**config.mk**
```make
export PLATFORM = sky130hd
export DESIGN_NAME = clock_strobe_gen
export DESIGN_NICKNAME = d
export VERILOG_FILES = /design/src/rtl/clock_pkg.sv /design/src/rtl/refclk_edge_sync.sv /design/src/rtl/clock_strobe_gen.sv
export SDC_FILE = /design/constraint.sdc
export NUM_CORES = 1
export LEC_CHECK = 0
export ABC_AREA = 0
export CAP_MARGIN = 30
export CORE_MARGIN = 4
export CORE_UTILIZATION = 45
export DETAILED_ROUTE_END_ITERATION = 16
export PLACE_DENSITY = 0.63
export SLEW_MARGIN = 5
export SYNTH_ARGS = -nofsm -noshare
export SYNTH_HDL_FRONTEND = slang
export SYNTH_SLANG_ARGS = --single-unit
```
**constraint.sdc**
```tcl
create_clock -name i_clk -period 4.75 [get_ports i_clk]
set_clock_uncertainty 0.2 [all_clocks]
set_input_delay 0.95 -clock i_clk [delete_from_list [all_inputs] [get_ports i_clk]]
set_output_delay 0.95 -clock i_clk [all_outputs]
set_load 0.02 [all_outputs]
```
**src/rtl/clock_pkg.sv**
```systemverilog
// -----------------------------------------------------------------------------
// clock_pkg
// Shared constants for the digital clock timebase: reference crystal rate,
// default divider and strobe field widths, and a helper that tests whether the
// low bits of a counter value are all ones.
// -----------------------------------------------------------------------------
package clock_pkg;

  localparam int unsigned REFCLK_HZ       = 32'd32768;
  localparam int unsigned SYNC_STAGES_MIN = 32'd2;
  localparam int unsigned DIV_WIDTH       = 32'd15;
  localparam int unsigned SLOW_SET_BITS   = 32'd14;
  localparam int unsigned FAST_SET_BITS   = 32'd12;
  localparam int unsigned DEBOUNCE_BITS   = 32'd8;

  // True when value[bits-1:0] is all ones, i.e. the next increment wraps that
  // field. bits must be in 1..31.
  function automatic logic low_bits_set(input logic [31:0] value,
                                        input int unsigned bits);
    logic [31:0] mask;
    mask = (32'd1 << bits) - 32'd1;
    return ((value & mask) == mask);
  endfunction

endpackage

```
**src/rtl/refclk_edge_sync.sv**
```systemverilog
// -----------------------------------------------------------------------------
// refclk_edge_sync
// Brings the asynchronous reference clock into the i_clk domain through a
// SYNC_STAGES-deep flop chain, keeps one history flop behind the chain and
// detects rising edges.
//
// Ports:
//   i_clk        system clock
//   i_reset_n    asynchronous active-low reset
//   i_refclk     asynchronous reference clock (at most i_clk/4)
//   o_edge       combinational rising-edge term (sync_last & ~history); the
//                divider consumes this so its strobes line up with o_edge_stb
//   o_edge_stb   registered copy of o_edge, one i_clk cycle per refclk rise
// -----------------------------------------------------------------------------
module refclk_edge_sync
  import clock_pkg::*;
#(
  parameter int unsigned SYNC_STAGES = SYNC_STAGES_MIN
) (
  input  logic i_clk,
  input  logic i_reset_n,
  input  logic i_refclk,
  output logic o_edge,
  output logic o_edge_stb
);

  logic [SYNC_STAGES-1:0] sync_r;
  logic                   hist_r;
  logic                   edge_stb_r;
  logic                   edge_s;

  // Metastability chain, history flop and registered edge pulse.
  always_ff @(posedge i_clk or negedge i_reset_n) begin
    if (!i_reset_n) begin
      sync_r     <= '0;
      hist_r     <= 1'b0;
      edge_stb_r <= 1'b0;
    end else begin
      sync_r     <= {sync_r[SYNC_STAGES-2:0], i_refclk};
      hist_r     <= sync_r[SYNC_STAGES-1];
      edge_stb_r <= edge_s;
    end
  end

  // Rising edge: synchronised level is high now but was low one cycle ago.
  always_comb begin
    edge_s = 1'b0;
    if (sync_r[SYNC_STAGES-1] && !hist_r) begin
      edge_s = 1'b1;
    end else begin
      edge_s = 1'b0;
    end
  end

  assign o_edge     = edge_s;
  assign o_edge_stb = edge_stb_r;

endmodule

```
**src/rtl/clock_strobe_gen.sv**
```systemverilog
// -----------------------------------------------------------------------------
// clock_strobe_gen
// Timebase for the digital clock. Counts synchronised refclk rising edges in a
// free-running DIV_WIDTH-bit counter and emits single-cycle strobes when a low
// field of the counter wraps: 1 Hz (whole counter), slow time-set, fast
// time-set and button debounce. All strobes share the cycle of o_refclk_stb,
// so slower strobes always coincide with the faster ones.
//
// Ports:
//   i_clk           system clock, all logic on its rising edge
//   i_reset_n       asynchronous active-low reset
//   i_refclk        asynchronous reference clock (at most i_clk/4)
//   o_refclk_stb    one-cycle pulse per synchronised refclk rising edge
//   o_1hz_stb       strobe every 2^DIV_WIDTH refclk edges
//   o_slow_set_stb  strobe every 2^SLOW_SET_BITS refclk edges
//   o_fast_set_stb  strobe every 2^FAST_SET_BITS refclk edges
//   o_debounce_stb  strobe every 2^DEBOUNCE_BITS refclk edges
// Field widths must satisfy DEBOUNCE_BITS <= FAST_SET_BITS <= SLOW_SET_BITS
// <= DIV_WIDTH < 32.
// -----------------------------------------------------------------------------
module clock_strobe_gen #(
  parameter int unsigned SYNC_STAGES   = clock_pkg::SYNC_STAGES_MIN,
  parameter int unsigned DIV_WIDTH     = clock_pkg::DIV_WIDTH,
  parameter int unsigned SLOW_SET_BITS = clock_pkg::SLOW_SET_BITS,
  parameter int unsigned FAST_SET_BITS = clock_pkg::FAST_SET_BITS,
  parameter int unsigned DEBOUNCE_BITS = clock_pkg::DEBOUNCE_BITS
) (
  input  logic i_clk,
  input  logic i_reset_n,
  input  logic i_refclk,
  output logic o_refclk_stb,
  output logic o_1hz_stb,
  output logic o_slow_set_stb,
  output logic o_fast_set_stb,
  output logic o_debounce_stb
);

  logic                 edge_s;
  logic                 edge_stb_s;
  logic [DIV_WIDTH-1:0] cnt_r;
  logic                 hz1_r;
  logic                 slow_r;
  logic                 fast_r;
  logic                 deb_r;
  logic                 wrap_all_s;
  logic                 wrap_slow_s;
  logic                 wrap_fast_s;
  logic                 wrap_deb_s;

  refclk_edge_sync #(
    .SYNC_STAGES (SYNC_STAGES)
  ) u_sync (
    .i_clk      (i_clk),
    .i_reset_n  (i_reset_n),
    .i_refclk   (i_refclk),
    .o_edge     (edge_s),
    .o_edge_stb (edge_stb_s)
  );

  // Field-wrap decode: a strobe is due when this edge rolls its field over.
  always_comb begin
    wrap_all_s  = 1'b0;
    wrap_slow_s = 1'b0;
    wrap_fast_s = 1'b0;
    wrap_deb_s  = 1'b0;
    if (edge_s) begin
      wrap_all_s  = clock_pkg::low_bits_set(32'(cnt_r), DIV_WIDTH);
      wrap_slow_s = clock_pkg::low_bits_set(32'(cnt_r), SLOW_SET_BITS);
      wrap_fast_s = clock_pkg::low_bits_set(32'(cnt_r), FAST_SET_BITS);
      wrap_deb_s  = clock_pkg::low_bits_set(32'(cnt_r), DEBOUNCE_BITS);
    end else begin
      wrap_all_s  = 1'b0;
      wrap_slow_s = 1'b0;
      wrap_fast_s = 1'b0;
      wrap_deb_s  = 1'b0;
    end
  end

  // Edge counter (wraps naturally) and registered strobes.
  always_ff @(posedge i_clk or negedge i_reset_n) begin
    if (!i_reset_n) begin
      cnt_r  <= '0;
      hz1_r  <= 1'b0;
      slow_r <= 1'b0;
      fast_r <= 1'b0;
      deb_r  <= 1'b0;
    end else begin
      if (edge_s) begin
        cnt_r <= cnt_r + DIV_WIDTH'(1'b1);
      end else begin
        cnt_r <= cnt_r;
      end
      hz1_r  <= wrap_all_s;
      slow_r <= wrap_slow_s;
      fast_r <= wrap_fast_s;
      deb_r  <= wrap_deb_s;
    end
  end

  assign o_refclk_stb   = edge_stb_s;
  assign o_1hz_stb      = hz1_r;
  assign o_slow_set_stb = slow_r;
  assign o_fast_set_stb = fast_r;
  assign o_debounce_stb = deb_r;

endmodule

```
==> results.txt <==
outcome = completed
sequential area share after synthesis = 60.1%
Max FO, Critical Path = 1
ANT nets after route = 0
worst vdd ir = 0.231 mV
fmax = 415 MHz
fin cells = 106
reg2reg path depth = 4
min Tclk post-route = 2.41 ns
Worst path slowest cell = clkdlybuf4s50_1
fin crit share = 50.8%
top cells by area, synth = dfrtp_1 (60%), xor2_1 (7.3%), xnor2_1 (5.5%), nor4_4 (4.4%), nand4_1 (2.6%)
Worst Setup Start Kind = flip-flop
# hold bufs at CTS = 0
row cnt = 16
CP Depth = 1
Distinct cells, synth = 21
P&R area growth vs syn = 14.9%
Nets = 84
Slew @ Worst Pin = 0.477 ns
max_cap viols = 0
setup TNS = 0 ns
Hold Crit Depth = 0
Clock Sinks = 23
Fillers = 163
Post-synth EDFFs = 0
Root Driver = clkbuf_4
vias per std cell = 4.97
I/O pins = 8
Die ar. = 0.00293 mm^2
initial antenna violation count = 0
Final Max Tran Viols = 0
Rel. slew slack = 68.1%
first-pass GRT wire length = 2290 um
Power Dens Cells = 364 mW/mm^2
Post-CTS Setup Bufs = 0
Longest Clk Path Bufs = 2
Hold WS = 0.171 ns
Resized Gates After CTS = 0
placed cells = 102
Worst-path clk slew = 0.12 ns
CP peak stage delay = 0.60 ns
Post-Syn Area per Cell = 14.1 um^2
Post-Syn Area = 957 um^2
WL per Instance = 12.9 um
layout cells sized above 1 = 15.2%
die height = 54.1 um
GPL Wtd Cong = 0.767
Inserted Clock Buffers = 3
async set-or-reset flop fraction in the synthesized netlist = 100%
Clock Latency Late Sink = 0.31 ns
#FFs+latches synth = 23
count of final setup violators = 0
Setup CP Type = reg -> out
Diodes inserted = 0
gr usage total = 11.5%
DRC = 0
Req. time, crit path = 3.60 ns
largest net degree at the start of global routing = 15
worst path cell trace = clkdlybuf4s50_1
core area = 0.00198 mm^2
CTS tree = done
cell family with most CP delay = buffers and inverters
Hold Fails Final Rpt = 0
area leader, netlist = dfrtp_1
Yosys top cell area share = 60.1%
H-tree levels = 1
CP Capture Type = primary output
unrepaired setup endpoints after global routing = false
Leak Pwr = 0.538 nW
Ys Warns = 0
total wire length = 1360 um
worst hold path class = reg -> reg
Buf/Inv on CP = 1
syn_nets = 72
Final HPWL DP = 1010 um
cells after synthesis = 68
ys flop type = dfrtp_1
Worst EP arrival = 1.26 ns
vias in the first global route = 514
DRT iter0 DRCs = 6
Die Width = 54.1 um
port bufs = 7
total gr overflow = 0
Pre-Repair DR Iteration Count = 4
starting density of the core = 48.3%
Vias = 527
-- final cells by class --
cell class / count / area, um^2 / area share (%)
repair buffers: 8 / 85.1 / 7.74
clock inverters: 1 / 5.00 / 0.455
flip-flops and latches: 23 / 576 / 52.3
multi-input cells: 42 / 370 / 33.7
clock buffers: 3 / 22.5 / 2.05
inverters: 2 / 7.51 / 0.683
well taps: 27 / 33.8 / 3.07
-- cell families after synthesis --
family / count (synthesis) / synth area share, %
flip-flops: 23 / 60.1
AND/OR/NAND/NOR: 26 / 23.4
XOR/XNOR: 14 / 12.8
buffers and inverters: 3 / 1.18
adder cells (fa/ha/maj): 1 / 1.31
multiplexers: 1 / 1.18
-- cells in the mapped netlist, types with 2 or more instances --
| library cell | number |
|---|---|
| xnor2_1 | 6 |
| nor4_1 | 2 |
| inv_1 | 2 |
| nor4_4 | 2 |
| xor2_1 | 8 |
| dfrtp_1 | 23 |
| nand2_1 | 4 |
| nor3_1 | 4 |
| nand3_1 | 2 |
| nand4_1 | 4 |
-- report_power, final --
part           leakage (nW)  internal, mW  switching, mW  total (mW)
Combinational         0.216        0.0292         0.0237      0.0529
Clock                0.0177        0.0314         0.0572      0.0886
Sequential            0.304         0.221         0.0383       0.259
-- sequential cells by signal (all words and copies together) (netlist names) --
| name | count |
|---|---|
| o_1hz_stb | 1 |
| u_sync.hist_r | 1 |
| o_slow_set_stb | 1 |
| o_debounce_stb | 1 |
| u_sync.sync_r | 2 |
| cnt_r | 15 |
| u_sync.o_edge_stb | 1 |
| o_fast_set_stb | 1 |
-- path summary, 6_finish.rpt --
check	startpoint	endpoint	slack [ns]
worst max-delay path	u_sync.o_edge_stb	o_refclk_stb	2.34
worst min-delay path	u_sync.sync_r[0]	u_sync.sync_r[1]	0.17
worst max register to register	cnt_r[0]	cnt_r[14]	3.08
worst min register to register	u_sync.sync_r[0]	u_sync.sync_r[1]	0.17
max in group asynchronous	i_reset_n	cnt_r[4]	3.15
min in group asynchronous	i_reset_n	cnt_r[9]	0.75
-- through the flow --
stage | instance area, um^2 | total power [mW] | setup WS [ns] | util (%)
CTS | 1100 | 0.406 | 2.32 | 55.5
global placement | 1060 | 0.314 | 2.37 | 53.3
finish | 1100 | 0.400 | 2.34 | 55.5
global route | 1100 | 0.426 | 2.28 | 55.5
floorplan | 957 | 0.297 | 3.18 | -
detailed placement | 1070 | 0.317 | 2.70 | 54.1
-- per-layer routing --
layer,up-vias,part of all wire (%),track usage (%)
li1,257,-,-
met1,258,49,15.0
met2,8,45,16.3
met3,4,3.4,3.32
met4,0,2.3,7.47
met5,-,0,0
-- placed cells by master (no fill, tap or decap) --
cell             instances
buf_8                    1
nor3_1                   4
nand4b_4                 1
nor4_1                   2
clkbuf_4                 3
clkinv_2                 1
nand2_1                  4
and4b_1                  1
nand4b_1                 1
nand4_4                  1
and2_2                   1
ha_1                     1
clkdlybuf4s50_1          7
nor4_4                   2
inv_1                    2
nor2_1                   1
dfrtp_1                 23
mux2_2                   1
xnor2_1                  6
nand3_4                  1
xor2_1                   8
nand4_1                  4
nor2b_1                  1
nand3_1                  2
Note: power is estimated with default switching activity, not from simulation.
